`src/rtl/io_input_conditioner.sv`:
```
// -----------------------------------------------------------------------------
// io_input_conditioner
//
// Brings the board slide switches and push-buttons into the CPU clock domain.
// The buttons are debounced and sticky per-button press events are latched.
// Everything is packed into the 32-bit io0 CSR word read by the core.
//
// Parameters
//   DEBOUNCE_CYCLES : consecutive cycles a button must disagree with its
//                     stable state before the state flips (>= 1)
//
// Ports
//   clk         : CPU clock, all logic on the rising edge
//   rst         : asynchronous, active-high reset
//   SW[17:0]    : raw slide switches (asynchronous to clk)
//   KEY[3:0]    : raw push-buttons, active-low (asynchronous to clk)
//   event_clr   : per-button clear for key_event (and key_release)
//   sw_sync     : synchronized switches
//   key_pressed : debounced buttons, 1 = pressed
//   key_event   : sticky press-event flags
//   io0_data    : {rel, key_event, key_pressed, 2'b0, sw_sync}
//
// Optional feature macro: IO_RELEASE_EVENT_EN
//   Defined     : sticky release flags key_release[3:0] drive io0_data[31:28]
//   Not defined : io0_data[31:28] is tied to zero
// -----------------------------------------------------------------------------
module io_input_conditioner #(
   parameter int DEBOUNCE_CYCLES = 500000
) (
   input  logic        clk,
   input  logic        rst,
   input  logic [17:0] SW,
   input  logic [3:0]  KEY,
   input  logic [3:0]  event_clr,
   output logic [17:0] sw_sync,
   output logic [3:0]  key_pressed,
   output logic [3:0]  key_event,
   output logic [31:0] io0_data
);

   localparam int               CNT_W    = $clog2(DEBOUNCE_CYCLES + 1);
   localparam logic [CNT_W-1:0] CNT_LAST = CNT_W'(DEBOUNCE_CYCLES - 1);

   logic [17:0]      sw_p0, sw_p1;
   logic [3:0]       key_p0, key_p1;
   logic [3:0]       raw;
   logic [3:0]       stable;
   logic [CNT_W-1:0] cnt [4];
   logic [3:0]       flip;
   logic [3:0]       rise;
   logic [3:0]       event_q;
   logic [3:0]       rel_bits;

   // ---- stage p0/p1: two-flop synchronizers ----
   // KEY flops reset to 1 (released) so leaving reset never looks like a press.
   always_ff @(posedge clk or posedge rst) begin
      if (rst) begin
         sw_p0  <= '0;
         sw_p1  <= '0;
         key_p0 <= 4'hF;
         key_p1 <= 4'hF;
      end else begin
         sw_p0  <= SW;
         sw_p1  <= sw_p0;
         key_p0 <= KEY;
         key_p1 <= key_p0;
      end
   end

   assign raw = ~key_p1;

   // A flip happens on the edge where the disagreement has lasted the full
   // window; any agreeing cycle in between restarts the count.
   always_comb begin
      flip = '0;
      for (int i = 0; i < 4; i++) begin
         flip[i] = (raw[i] != stable[i]) && (cnt[i] == CNT_LAST);
      end
   end

   assign rise = flip & raw;

   // ---- debounce state ----
   always_ff @(posedge clk or posedge rst) begin
      if (rst) begin
         stable <= '0;
         for (int i = 0; i < 4; i++) begin
            cnt[i] <= '0;
         end
      end else begin
         for (int i = 0; i < 4; i++) begin
            if (raw[i] == stable[i]) begin
               cnt[i] <= '0;
            end else if (cnt[i] == CNT_LAST) begin
               stable[i] <= raw[i];
               cnt[i]    <= '0;
            end else begin
               cnt[i] <= cnt[i] + 1'b1;
            end
         end
      end
   end

   // ---- sticky press events: set wins over clear ----
   always_ff @(posedge clk or posedge rst) begin
      if (rst) begin
         event_q <= '0;
      end else begin
         event_q <= rise | (event_q & ~event_clr);
      end
   end

`ifdef IO_RELEASE_EVENT_EN
   logic [3:0] fall;
   logic [3:0] key_release;

   assign fall = flip & ~raw;

   // ---- sticky release events: same clear bits, set wins ----
   always_ff @(posedge clk or posedge rst) begin
      if (rst) begin
         key_release <= '0;
      end else begin
         key_release <= fall | (key_release & ~event_clr);
      end
   end

   assign rel_bits = key_release;
`else
   assign rel_bits = 4'b0000;
`endif

   assign sw_sync     = sw_p1;
   assign key_pressed = stable;
   assign key_event   = event_q;
   assign io0_data    = {rel_bits, event_q, stable, 2'b00, sw_p1};

endmodule

```
`config.mk`:
```
export PLATFORM = sky130hd
export DESIGN_NAME = io_input_conditioner
export DESIGN_NICKNAME = d
export VERILOG_FILES = /design/src/rtl/io_input_conditioner.sv
export SDC_FILE = /design/constraint.sdc
export NUM_CORES = 1
export LEC_CHECK = 0
export CAP_MARGIN = 20
export CORE_MARGIN = 8
export CORE_UTILIZATION = 40
export CTS_CLUSTER_DIAMETER = 30
export DETAILED_ROUTE_END_ITERATION = 10
export GPL_TIMING_DRIVEN = 0
export PLACE_DENSITY = 0.59
export SLEW_MARGIN = 0
export SYNTH_ARGS = -nofsm -noshare
export SYNTH_HDL_FRONTEND = slang
export SYNTH_SLANG_ARGS = --single-unit
```
`constraint.sdc`:
```
create_clock -name clk -period 6.1 [get_ports clk]
set_clock_uncertainty 0.2 [all_clocks]
set_input_delay 0.61 -clock clk [delete_from_list [all_inputs] [get_ports clk]]
set_output_delay 0.61 -clock clk [all_outputs]
set_load 0.01 [all_outputs]
```
After elaboration in Yosys (flattened, before gate mapping) --
Cells that the tools add are included.
Word-level totals: bits in registers 128
Operators by class: $add $sub $neg 4, equality and inequality tests 12, muxes and demuxes 8, bitwise logic cells 9, reductions and logical operators 8
Operators with widths (count):
- 2-to-1 mux 19 bit | 8
- adder 19 x 1 -> 19 bit (second input constant) | 4
- equality test 19 bit (second input constant) | 4
- bitwise AND 4 bit | 2
- inverter 4 bit | 2
- AND reduction 2 bit | 4
- equality test 1 bit | 4
- logical AND 1 bit | 4
- != test 1 bit | 4
- inverter 1 bit | 4
- OR 4 bit | 1

Depth between registers and ports, before layout --
Gate-level depths: netlist (run 1).
word-level depth 5, depth in mapped cells 7, gate-level depth less buffers 5

Least setup slack after synthesis (run 1) --
OpenSTA, ideal clock, no wires.
path type register -> register, start register cnt[19] (netlist name), end register cnt[24] (netlist name), setup time 0.132 ns, arrival time 1.773 ns, data required time 5.768 ns, path slack 3.995 ns, stages on the path, launching flop included 8, buffers on the path 2, cell sequence dfrtp_1 > ha_1 > and4_1 > buf_2 > nand3_1 > o31ai_2 > clkbuf_1 > nor2_1
On the way: cells in the longest elaborated chain, start to end 3, elaborated cells on any way between the ends 4
Ends and longest elaborated chain:
- start: declaration | RTL line 48 | logic [CNT_W-1:0] cnt [4];
- start signal: indexed assignment | RTL line 98 | cnt[i] <= cnt[i] + 1'b1;
- adder 19 x 1 -> 19 bit / equality test 19 bit (equally long branches) | RTL line 98, 94
- 2-to-1 mux 19 bit * | RTL line 94 | end else if (cnt[i] == CNT_LAST) begin
- 2-to-1 mux 19 bit * | RTL line 92 | if (raw[i] == stable[i]) begin
Every way passes the cells marked *; elsewhere a longest branch is shown, timed or not. A chain may end at the register's enable or synchronous reset.

Worst setup path in the final report (run 1) --
start register cnt[19] (netlist name), end register cnt[28] (netlist name)
Same word-level chain as after synthesis.

==> metrics.log, run 1 <==
INFO  metric synthTopCellsByCount = 120 x sky130_fd_sc_hd__dfrtp_1, 55 x sky130_fd_sc_hd__nor2_1, 33 x sky130_fd_sc_hd__buf_4
INFO  metric endpoint_kind = flop
INFO  metric cts.repair_timing.setup_buffer_count = 0
INFO  metric path_buf_inv = 2
INFO  metric syn2layout_area_growth = 30.1%
INFO  metric final_net_count = ~630
INFO  metric synth_area_per_cell = 11.1 sq um
INFO  metric dr.first_iter.drc_count = ~290
INFO  metric first_pass_grt_wire_length = 19200 um
INFO  metric post_synth_num_cell_types = 37
INFO  metric htreeDepth = 4
INFO  metric post-layout-total-power = roughly 2.0 mW
INFO  metric status = finished, final reports clean
INFO  metric overflow = 0
INFO  metric static-leakage-power = 2.98 nW
INFO  metric final.hold.worst_slack = approximately 0.14 ns
INFO  metric max_stage_delay = 0.57 ns
INFO  metric detailroute.via_count = slightly below 4000
INFO  metric final_antenna_net_count = 0
INFO  metric post_synth_inst_count = 495
INFO  metric report.final.hold_viol_count = 0
INFO  metric rr_startpoint = cnt[19]
INFO  metric flop_and_latch_count_out_of_synthesis = roughly 130
INFO  metric setup_repair_after_global_routing_missed_its_margin = false
INFO  metric gr-usage-all-layers = 0.133
INFO  metric drt_wl_total = 11200 um
INFO  metric final_layout_size_suffix_gt1_frac = 0.137
INFO  metric critPathKind = reg -> reg
INFO  metric slew_headroom = 0.534
INFO  metric power.density_cell_area = approximately 280 nW/um^2
INFO  metric maximum_number_of_pins_on_one_net_before_global_route_repair = 70
INFO  metric fmax = roughly 0.4 GHz
INFO  metric max_cap_viol_count = 0
INFO  metric timing.critical_path.slowest_stage_cell = sky130_fd_sc_hd__o31ai_2
INFO  metric timing.critical_path.from_type = flop
INFO  metric vias_per_cell = around 5
INFO  metric crit-reg2reg-capture = cnt[28]
INFO  metric clk_path_buf_depth = 2
INFO  metric cp_data_arrival_time = approximately 2.7 ns
INFO  metric cts_tree = done
INFO  metric hp-start = sw_p0[9]
INFO  metric route.detailed.drc = 0
INFO  metric antenna-diode-count = 0
INFO  metric die_x = 133 um
INFO  metric timing.final.crit_share = 0.422
INFO  metric timing.reg2reg.setup_slack = 3.53 ns
INFO  metric critical_path_peak_fanout = 10
INFO  metric synth_flop_cell = sky130_fd_sc_hd__dfrtp_1
INFO  metric maxSlewViolCount = 0
INFO  metric cp.required = 6.18 ns
INFO  metric place_ws = ~3.5 ns
INFO  metric die_outline_area = 17700 sq um
INFO  metric dp_hpwl = 7690 um
INFO  metric rr_worst_depth = 7
INFO  metric post-route-min-period = 2.57 ns
INFO  metric drt-wirelength-per-cell = 14.2 um
INFO  metric placementRows = 42
INFO  metric chipHeight = 133 um
INFO  metric mappedNetlistArea = ~5500 sq um
INFO  metric async_reset_ff_frac = 1.00
INFO  metric tightestPinTransition = around 0.7 ns
INFO  metric hold-path-cell-count = 0
INFO  metric tns = 0 ns
INFO  metric synthTopCellsByArea = sky130_fd_sc_hd__dfrtp_1 55%, sky130_fd_sc_hd__xor2_1 4.8%, sky130_fd_sc_hd__buf_4 4.5%
INFO  metric synth_seq_area_share = 0.586
INFO  metric hold-path-endpoint = sw_sync[9]
INFO  metric finalSetupViolations = 0
INFO  metric cts-resized-gates = 0
INFO  metric cts_hold_buffers = 0
INFO  metric numPortBuffers = 79
INFO  metric synth_area_leader_cell = sky130_fd_sc_hd__dfrtp_1
INFO  metric cts_buffers = 17
INFO  metric place.gp.congestion = about 0.77
INFO  metric clock_sinks = 128
INFO  metric floorplan.initialDensity = 0.413
INFO  metric peakVddDrop = 0.193 mV
INFO  metric hold_path.class = reg -> reg
INFO  metric top_level_ports = 86
INFO  metric timing.final.ws_setup = 3.53 ns
INFO  metric synth_edf_count = 0
INFO  metric synth_warnings = 0
INFO  metric first_global_vias = between 3000 and 4000
INFO  metric clockRootBuffer = sky130_fd_sc_hd__clkbuf_16
INFO  metric clk_latency = 0.41 ns
INFO  metric antenna_found_initial = 0
INFO  metric cp_top_delay_family = buffers and inverters
INFO  metric drt_first_pass_iters = 4
INFO  metric design.core.area = 13300 sq um
INFO  metric post_synth_top_area_share = 0.547
INFO  metric synth_most_common_cell = sky130_fd_sc_hd__dfrtp_1
INFO  metric timing.critical_path.cells = ha_1, and4_1, buf_2, nand3_1, o31ai_2, clkbuf_1, nor2_1
INFO  metric cts.reportedPaths.clkPinSlew = 0.05 ns
area by class of cell:
class                      count  area [sq um]
tap                          176           220
clock buffer                  20           447
fill                        1164          6160
sequential                   128          3210
clock inverter                12           141
multi-input combinational    318          1960
buffer                        46           304
inverter                       8          35.0
timing repair buffer          80           818
cell families after synthesis:
group | share of synthesized area
compound gates | 0.0536
xor+xnor | 0.0862
fa+ha+maj | 0.00912
buf+inv | 0.0609
flops | 0.586
other cells | 0.000684
simple gates | 0.204
where the power goes:
group | switching (mW) | internal (mW)
clock network | 0.348 | 0.647
logic | 0.0470 | 0.0548
registers | 0.0141 | 0.873
worst max-delay path by stage:
stage | startpoint | end | depth (start not counted)
2_1_floorplan | rst | cnt[0] | 1
3_3_place_gp | rst | sw_p0[13] | 2
3_5_place_dp | cnt[19] | cnt[27] | 7
4_1_cts | cnt[0] | cnt[3] | 7
5_1_grt | cnt[19] | cnt[27] | 7
6_report | cnt[19] | cnt[28] | 7
placed cells by master, fill, tap and decap left out, drive strengths merged, types with 10 or more instances in the layout:
cell / count
dfrtp: 120
clkdlybuf4s50: 79
nor2: 55
buf: 40
xor2: 30
nand4: 28
nand3: 27
clkbuf: 27
xnor2: 24
o21ai: 22
nand2: 20
a21oi: 18
or3: 14
and4: 10
layer usage:
layer	vias up	GRT usage	wire length, um
met5	-	0	0
met4	0	0.0455	122
met3	10	0.0489	523
met2	69	0.206	5370
met1	1948	0.168	5140
li1	1910	-	-
registers in the layout, summed over array words and instances (netlist names):
signal and cells:
cnt 76, key_pressed 4, key_p1 4, sw_sync 18, key_event 4, sw_p0 18, key_p0 4
worst reg2reg max path, cell delays in order (launching register included):
cell and delay, ns:
sky130_fd_sc_hd__dfrtp_1 0.40, sky130_fd_sc_hd__ha_1 0.22, sky130_fd_sc_hd__and4_1 0.20, sky130_fd_sc_hd__buf_2 0.19, sky130_fd_sc_hd__nand3_1 0.13, sky130_fd_sc_hd__o31ai_2 0.57, sky130_fd_sc_hd__clkbuf_1 0.42, sky130_fd_sc_hd__nor2_1 0.10
per-stage QoR:
step	instance area, sq um	instances	util
after floorplan	5500	500	-
after global routing	7140	788	0.537
after CTS	7140	788	0.537
after detailed placement	6550	756	0.492
final	7140	788	0.537
after global placement	6520	755	0.490
No activity file was read; power rests on OpenSTA's default activity.
==> run 2: changes to the inputs <==
--- a/config.mk
+++ b/config.mk
@@ -11,7 +11,7 @@
 export CTS_CLUSTER_DIAMETER = 30
 export DETAILED_ROUTE_END_ITERATION = 10
 export GPL_TIMING_DRIVEN = 0
-export PLACE_DENSITY = 0.59
+export PLACE_DENSITY = 0.62
 export SLEW_MARGIN = 0
 export SYNTH_ARGS = -nofsm -noshare
 export SYNTH_HDL_FRONTEND = slang
==> constraint.sdc (replaced) <==
create_clock -name clk -period 2.2 [get_ports clk]
set_clock_uncertainty 0.2 [all_clocks]
set_input_delay 0.22 -clock clk [delete_from_list [all_inputs] [get_ports clk]]
set_output_delay 0.22 -clock clk [all_outputs]
set_load 0.01 [all_outputs]
==> run 2 against run 1 <==
Net effect: critical path depth shrank 2; combinational power grew to 3.0 times the previous value; total power grew to 2.7 times the previous value; utilization grew 1.5 points; first-iteration DRC count grew 9.8%; via count grew 3.1%; clock power grew to 2.6 times the previous value; worst setup slack lost 3.5 ns; global-route usage grew 0.43 points; design area grew 2.8%; largest power group unchanged.
==> metrics.log, run 2 (same netlist as run 1, synthesis figures left out) <==
INFO  metric status = finished, final reports clean
INFO  metric drt_first_pass_iters = 6 (+2)
INFO  metric timing.reg2reg.setup_slack = 0.07 ns (-3.46 ns)
INFO  metric endpoint_kind = flop
INFO  metric hold-path-cell-count = 1 (+1)
INFO  metric placementRows = 42 (unchanged)
INFO  metric intPower = 4.21 mW (+170%)
INFO  metric sw_frac_of_total = 0.210 (+0.00363)
INFO  metric syn2layout_area_growth = 33.7%
INFO  metric design.core.area = 13300 sq um (unchanged)
INFO  metric power.density_cell_area = 726 nW/um^2 (+160%)
INFO  metric cp_data_arrival_time = 2.27 ns (-0.38 ns)
INFO  metric route.detailed.drc = 0 (unchanged)
INFO  metric timing.critical_path.cells = ha_2, nand3_4, or4_1, or3_1, a21oi_1
INFO  metric static-leakage-power = 3.04 nW (+2.2%)
INFO  metric final_net_count = 650 (+3.0%)
INFO  metric tns = 0 ns (unchanged)
INFO  metric clk_latency = 0.42 ns (about the same)
INFO  metric htreeDepth = 4 (unchanged)
INFO  metric place.gp.congestion = 0.776 (+0.44%)
INFO  metric crit-reg2reg-capture = cnt[56]
INFO  metric cts_tree = done
INFO  metric report.final.hold_viol_count = 0 (unchanged)
INFO  metric max_cap_viol_count = 0 (unchanged)
INFO  metric pwr-share-clk = 0.479 (-0.023)
INFO  metric cts.reportedPaths.clkPinSlew = 0.05 ns (about the same)
INFO  metric die_x = 133 um (unchanged)
INFO  metric max_stage_delay = 0.57 ns (about the same)
INFO  metric clockRootBuffer = sky130_fd_sc_hd__clkbuf_16
INFO  metric finalSetupViolations = 0 (unchanged)
INFO  metric cp.required = 2.34 ns (-3.84 ns)
INFO  metric first_global_vias = 4090 (+4.0%)
INFO  metric timing.critical_path.slowest_stage_cell = sky130_fd_sc_hd__or4_1
INFO  metric maxSlewViolCount = 0 (unchanged)
INFO  metric dr.first_iter.drc_count = 314 (+9.8%)
INFO  metric slew_headroom = 0.633 (+0.0986)
INFO  metric hold_path.class = in -> reg
INFO  metric numPortBuffers = 79 (unchanged)
INFO  metric final_layout_size_suffix_gt1_frac = 0.162 (+0.0244)
INFO  metric hp-start = KEY[1]
INFO  metric commonest_cells_after_routing_fill_and_taps_aside = 118 x sky130_fd_sc_hd__dfrtp_1, 79 x sky130_fd_sc_hd__clkdlybuf4s50_1, 55 x sky130_fd_sc_hd__nor2_1
INFO  metric most_common_library_cell_in_the_layout_ignoring_fill_and_taps = sky130_fd_sc_hd__dfrtp_1
INFO  metric clock_sinks = 128 (unchanged)
INFO  metric registers.top_by_ff_count = cnt
INFO  metric post-route-util = 0.552 (+0.0151)
INFO  metric tightestPinTransition = 0.545 ns (-0.148 ns)
INFO  metric critical_path_peak_fanout = 9 (-1)
INFO  metric first_pass_grt_wire_length = 19800 um (+2.8%)
INFO  metric final.hold.worst_slack = 0.0164 ns (-0.128 ns)
INFO  metric maximum_number_of_pins_on_one_net_before_global_route_repair = 44 (-37%)
INFO  metric cts_buffers = 17 (unchanged)
INFO  metric critPathKind = reg -> reg
INFO  metric post-route-min-period = 2.13 ns (-0.442 ns)
INFO  metric hold-path-endpoint = key_p0[1]
INFO  metric antenna_found_initial = 1 (+1)
INFO  metric gr-usage-all-layers = 0.137 (+0.00433)
INFO  metric die_outline_area = 17700 sq um (unchanged)
INFO  metric rr_worst_depth = 5 (-2)
INFO  metric gate_power_share = 0.058 (+0.007)
INFO  metric vias_per_cell = 5.03 (+0.60%)
INFO  metric fmax = 0.469 GHz (+21%)
INFO  metric p_switching = 1.12 mW (+170%)
INFO  metric seq_power_share = 0.463 (+0.016)
INFO  metric place_ws = -0.368 ns (-3.90 ns)
INFO  metric drt_wl_total = 11600 um (+4.4%)
INFO  metric floorplan.initialDensity = 0.413 (unchanged)
INFO  metric startpoint = cnt[38]
INFO  metric largest_register_ffs = 76 (unchanged)
INFO  metric detailroute.via_count = 4061 (+3.1%)
INFO  metric nFillCells = 1173 (+0.77%)
INFO  metric clk_path_buf_depth = 2 (unchanged)
INFO  metric timing.critical_path.from_type = flop
INFO  metric top_level_ports = 86 (unchanged)
INFO  metric drt-wirelength-per-cell = 14.4 um (+1.8%)
INFO  metric rr_startpoint = cnt[38]
INFO  metric overflow = 0 (unchanged)
INFO  metric dp_hpwl = 7960 um (+3.4%)
INFO  metric peakVddDrop = 0.567 mV (+190%)
INFO  metric final_antenna_net_count = 0 (unchanged)
INFO  metric chipHeight = 133 um (unchanged)
INFO  metric timing.final.ws_setup = 0.0690 ns (-3.46 ns)
INFO  metric timing.final.crit_share = 0.969 (+0.547)
INFO  metric post-layout-total-power = 5.32 mW (+170%)
[run 2: changes by cell type in the layout (fill, tap and decap cells not counted), moves of 3 or more]
cell	before	now
sky130_fd_sc_hd__buf_12	0	3
sky130_fd_sc_hd__o21ai_4	0	3
sky130_fd_sc_hd__clkbuf_1	9	15
sky130_fd_sc_hd__dlygate4sd3_1	0	3
sky130_fd_sc_hd__buf_4	33	50
sky130_fd_sc_hd__clkinv_2	7	1
sky130_fd_sc_hd__buf_2	6	3
sky130_fd_sc_hd__buf_6	0	3
[run 2: power by group through the flow]
| stage | sequential, mW | combinational [mW] | clock (mW) |
|---|---|---|---|
| after global placement | 2.50 | 0.278 | 0 |
| after floorplan | 2.50 | 0.127 | 0 |
| after CTS | 2.46 | 0.310 | 2.60 |
| after global routing | 2.47 | 0.343 | 2.70 |
| final | 2.46 | 0.310 | 2.55 |
| after detailed placement | 2.50 | 0.298 | 0 |
[run 2: area by class of cell]
| type | instances | area, sq um | share of cell area |
|---|---|---|---|
| repair buffers | 100 | 993 | 0.135 |
| clock inverters | 2 | 35.0 | 0.00478 |
| diodes | 1 | 2.50 | 0.000341 |
| flip-flops and latches | 128 | 3220 | 0.438 |
| plain buffers | 45 | 327 | 0.0445 |
| clock buffers | 30 | 494 | 0.0674 |
| well taps | 176 | 220 | 0.0300 |
| inverters | 8 | 33.8 | 0.00461 |
| multi-input cells | 318 | 2010 | 0.275 |
[run 2: metrics by stage]
step | cell area, sq um | instances
2_1_floorplan | 5510 | 500
3_3_place_gp | 6520 | 755
3_5_place_dp | 6580 | 758
4_1_cts | 7200 | 794
5_1_grt | 7330 | 807
6_report | 7340 | 808
[run 2: critical path: cells and delay by family, from the launching register on]
kind	cells	cell delay [ns]
flip-flops	1	0.42
adder cells (fa/ha/maj)	1	0.26
AO/OA/AOI/OAI	1	0.14
AND/OR/NAND/NOR	3	1.03
[run 2: worst max path at each step]
stage	end	slack, ns	cells past startpoint
CTS	cnt[56]	0.001	5
floorplan	cnt[24]	0.09	7
finish	cnt[56]	0.07	5
global route	key_event[0]	-0.007	6
detailed placement	cnt[27]	-0.37	7
global placement	cnt[21]	-0.93	2
[run 2: per-layer routing]
| layer | global-route usage | wire length (um) |
|---|---|---|
| met1 | 0.170 | 5220 |
| met2 | 0.204 | 5330 |
| met3 | 0.0560 | 819 |
| met4 | 0.0667 | 259 |
| met5 | 0 | 13 |
[run 2: repair_timing]
action	in CTS	in global routing
hold buffers	3	0
resized for setup	11	18
pin swaps	3	7
buffers inserted	2	13
setup endpoints to repair	49	36
endpoints found under the hold margin	14	0
==> RTL change 1, RTL diff (config.mk and constraints of run 1) <==
Register the output `io0_data`; this adds one clock of latency there. The other outputs are not delayed to match.
--- a/src/rtl/io_input_conditioner.sv
+++ b/src/rtl/io_input_conditioner.sv
@@ -133,7 +133,9 @@
    assign sw_sync     = sw_p1;
    assign key_pressed = stable;
    assign key_event   = event_q;
-   assign io0_data    = {rel_bits, event_q, stable, 2'b00, sw_p1};
+   always_ff @(posedge clk) begin
+      io0_data <= {rel_bits, event_q, stable, 2'b00, sw_p1};
+   end
 
 endmodule
 
Check against the original RTL: not equivalent (Yosys sat finds a counterexample within 4 cycles, from zero or initial values and one cycle with rst high).
==> RTL change 1 against run 1 <==
Fmax grew 0.87%; sequential power up 19%; synthesized area is 5.9% higher; sequential share of layout area is 4.9 points higher; via count fell by 0.38%; wire length rose by 4.8%; largest power group is now sequential cells; final area increased by 4.9%; global-route usage increased by 0.14 points; power rose by 12%; worst setup slack better by 0.022 ns; non-clock buffer count down 26; sequential cell count grew 26.
==> RTL change 1: results (changes against run 1) <==
Power
  – Worst IR drop on VDD: 0.180 mV (-6.6%)
  – Switching Fraction: 20.2% (-0.48 points)
  – Comb pwr share: 4.3% (-0.8 points)
  – Pleak: 0.00306 uW (+2.8%)
  – Clock-net power: 1060 uW (+6%)

Logic synthesis
  – Sequential element share of the synthesized area: 64.3% (+5.7 points)
  – Distinct cells, synth: 38 (+2.7%)
  – Commonest cells post-synth: dfrtp_1, nor2_1, xor2_1
  – Top cells by area, synth: dfrtp_1, dfxtp_1, xor2_1
  – FFs w/ async S/R, synth: 83.1% (-17 points)

Setup path
  – Worst R2R Setup Slack: 3.55 ns (+0.02 ns)
  – Crit-path slowest cell: o21ai_1
  – CP arrival: 2.63 ns (-0.02 ns)
  – Max stage delay on crit path: 0.51 ns (-0.06 ns)
  – Crit path max-delay family: buffers and inverters
  – CP endpoint: cnt[7]
  – Worst r2r src: cnt[0]
  – CP startpoint: cnt[0]

Global routing
  – GR Layer Usage met1: 16.8% (-0.027 points)
  – Largest net degree at the start of global routing: 67 (-4.3%)
  – GRT Util Overall: 13.4% (+0.14 points)
  – First-pass GRT wire length: 19800 um (+2.9%)
  – Vias in the first global route: 4074 (+3.6%)
  – Met2 Resource Use GR: 20.9% (+0.29 points)
  – Met3 Resource Use GR: 4.85% (-0.041 points)

Status
  – Outcome: completed

Finish
  – Layout cells sized above 1: 8.99% (-4.7 points)
  – Largest regs: cnt (76), io0_data (26)

Place
  – Hpwl dp: 8060 um (+4.8%)
  – GP Congestion: 0.816 (+5.7%)

Clocking
  – CTS Buffer Depth: 2 (unchanged)
  – Clk Latency, worst-skew pair: 0.42 ns
  – Clock Tree Root: clkbuf_16
  – Num CTS Buffers: 17 (unchanged)
  – H-tree levels: 4 (unchanged)
  – Post-CTS Resized: 0 (unchanged)

Route
  – Top Metal Used: met4
  – Metal2 WL: 5470 um (+1.8%)
  – Via count: 3922 (-0.38%)
  – Pre-antenna DRT Iters: 4 (unchanged)
  – DRT Wirelength: 11700 um (+4.8%)
  – WL met3: 718 um (+37%)
  – Drt first-iter violations: 289 (+1.0%)
  – Metal1 wirelength: 5360 um (+4.3%)

Timing
  – Max-slew headroom: 56.5% (+3.1 points)
==> RTL change 1: changes by cell type after synthesis, sizes merged <==
cell,before,now
buf,39,13
dfxtp,0,26
==> RTL change 1: worst min path at each step <==
stage                          from     endpoint  slack [ns]  cells after the start
final                     sw_p0[15]  sw_sync[15]        0.14                      0
after global routing      sw_p0[15]  sw_sync[15]        0.15                      0
after CTS                 sw_p0[15]  sw_sync[15]        0.15                      0
after detailed placement  sw_p0[10]  sw_sync[10]        0.13                      0
after global placement    sw_p0[11]  sw_sync[11]        0.13                      0
after floorplan            sw_p0[0]   sw_sync[0]        0.13                      0
==> RTL change 1: cell families (layout without fill, tap and decap cells) <==
family,count (synthesis),in the layout,synth area share (%)
buffers and inverters,28,140,2.39
AO/OA/AOI/OAI,51,51,5.06
other,1,6,0.0645
flip-flops,154,154,64.3
AND/OR/NAND/NOR,203,203,19.2
adder cells (fa/ha/maj),4,4,0.861
XOR/XNOR,54,54,8.14
==> RTL change 1: area by class of cell <==
| cell class | instances | area, um2 |
|---|---|---|
| tap | 184 | 230 |
| fill | 1249 | 6880 |
| sequential | 154 | 3730 |
| clock buffer | 25 | 485 |
| buffer | 20 | 109 |
| multi-input combinational | 318 | 1960 |
| timing repair buffer | 80 | 818 |
| inverter | 8 | 35.0 |
| clock inverter | 7 | 116 |
==> RTL change 1: stage by stage <==
stage	setup slack (ns)	cell area, um2	hold slack, ns	total power (uW)	instances
finish	3.55	7480	0.144	2220	796
global placement	0.152	6850	0.132	1180	763
global route	3.34	7480	0.146	2310	796
floorplan	1.89	5830	0.131	1120	500
detailed placement	3.54	6880	0.135	1180	764
CTS	3.53	7480	0.147	2250	796
==> RTL change 2, RTL diff (config.mk and constraints of run 1) <==
Without the edit above. Set the parameter `DEBOUNCE_CYCLES` to 250000 (it was 500000).
--- a/src/rtl/io_input_conditioner.sv
+++ b/src/rtl/io_input_conditioner.sv
@@ -25,7 +25,7 @@
 //   Not defined : io0_data[31:28] is tied to zero
 // -----------------------------------------------------------------------------
 module io_input_conditioner #(
-   parameter int DEBOUNCE_CYCLES = 500000
+   parameter int DEBOUNCE_CYCLES = 250000
 ) (
    input  logic        clk,
    input  logic        rst,
Function: same outputs for any inputs over 10 cycles, from zero or initial values and one cycle with rst high; that may be too few to reach the edited logic, so the function may still have changed.
==> RTL change 2 against run 1 <==
Combinational power hardly changed; worst setup slack improved by 0.12 ns; sequential share of layout area grew 0.66 points; wire length down 7.0%; power is 8.1% lower; synthesized area down 4.4%; sequential cell count fell by 4; final area is 4.5% lower.
==> RTL change 2: results (changes against run 1) <==
Logic synthesis
  – Ys flop type: dfrtp_1
  – Distinct cells, synth: 39 (+5.4%)
  – Mapped Cells: 477 (-3.6%)
  – Sequential element share of the synthesized area: 59.4% (+0.77 points)
  – Commonest cells post-synth: dfrtp_1, nor2_1, xnor2_1

Timing
  – Slew @ Worst Pin: 0.643 ns (-0.0506 ns)

Setup path
  – Max stage delay on crit path: 0.46 ns (-0.11 ns)
  – Crit path max-delay family: simple AND/OR/NAND/NOR gates
  – Crit-path slowest cell: o21ai_1
  – CP arrival: 2.53 ns (-0.12 ns)

Place
  – Hpwl dp: 7390 um (-4.0%)
  – # placed instances: 738 (-2.4%)
  – # port buffers: 79 (unchanged)
  – GP Congestion: 0.823 (+6.6%)
  – DP Worst Slack: 3.59 ns (+0.0492 ns)

Route
  – Via/cell ratio: 4.77 (-4.6%)
  – DR WL/cell: 13.5 um (-4.8%)
  – Drt first-iter violations: 219 (-23%)
  – Via count: 3670 (-6.8%)

Power
  – Pleak: 0.00276 uW (-7.3%)
  – Worst IR drop on VDD: 0.138 mV (-28%)

Finish
  – Final #Nets: 613 (-2.9%)
  – Layout fillers: 1188 (+2.1%)
  – Layout cells sized above 1: 12.1% (-1.6 points)
  – Max reg flops: 72 (-5.3%)

Clocking
  – Post-CTS Setup Repair Bufs: 0 (unchanged)
  – CTS Buffer Depth: 2 (unchanged)
  – Post-CTS Resized: 0 (unchanged)
  – H-tree levels: 4 (unchanged)
  – Num CTS Buffers: 17 (unchanged)

Global routing
  – First-pass GRT wire length: 17500 um (-8.9%)
  – Largest net degree at the start of global routing: 103 (+47%)
  – GRT Util Overall: 13.3% (+0.033 points)
  – Antenna violations before repair: 0 (unchanged)

Status
  – Outcome: completed
RTL change 2: where the power goes:
part	internal [uW]	total (uW)	switching (uW)
logic	55.3	102	46.5
clock network	537	861	324
registers	848	861	13.7
RTL change 2: layout make-up:
type / instances / area [um2] / area share (%)
Multi-Input combinational cell: 300 / 1810 / 26.5
Tap cell: 176 / 220 / 3.23
Inverter: 21 / 83.8 / 1.23
Buffer: 37 / 267 / 3.91
Timing Repair Buffer: 80 / 818 / 12.0
Clock inverter: 3 / 15.0 / 0.220
Clock buffer: 29 / 490 / 7.20
Sequential cell: 124 / 3110 / 45.7
RTL change 2: cells by family (layout without fill, tap and decap cells):
kind of cell / Yosys count / in the layout / share of synthesized area [%]
fa+ha+maj: 4 / 4 / 0.954
buf+inv: 58 / 170 / 6.58
flops: 124 / 124 / 59.4
xor+xnor: 61 / 61 / 10.2
other cells: 1 / 6 / 0.0715
compound gates: 27 / 27 / 3.51
simple gates: 202 / 202 / 19.3
RTL change 2: final timing paths:
check                              start           to  slack [ns]  depth (start not counted)
worst max-delay path             cnt[54]      cnt[70]        3.65                          6
worst min-delay path            sw_p0[8]   sw_sync[8]        0.14                          0
worst max register to register   cnt[54]      cnt[70]        3.65                          6
worst min register to register  sw_p0[8]   sw_sync[8]        0.14                          0
max in group asynchronous            rst    key_p1[3]        4.62                          3
min in group asynchronous            rst  sw_sync[11]        0.32                          2
RTL change 2: routing by layer:
metal	track usage [%]	up-vias	wire, um
met3	4.87	17	578
met1	16.0	1782	4560
li1	-	1802	-
met2	20.6	69	5010
met4	7.09	0	225
met5	0	-	0
RTL change 2: worst reg2reg max path, stage by stage (launching register included):
cell      delay (ns)
dfrtp_1         0.39
ha_1            0.22
nand4_1         0.26
nand2b_1        0.30
o21ai_1         0.46
clkbuf_1        0.38
nor2_1          0.11
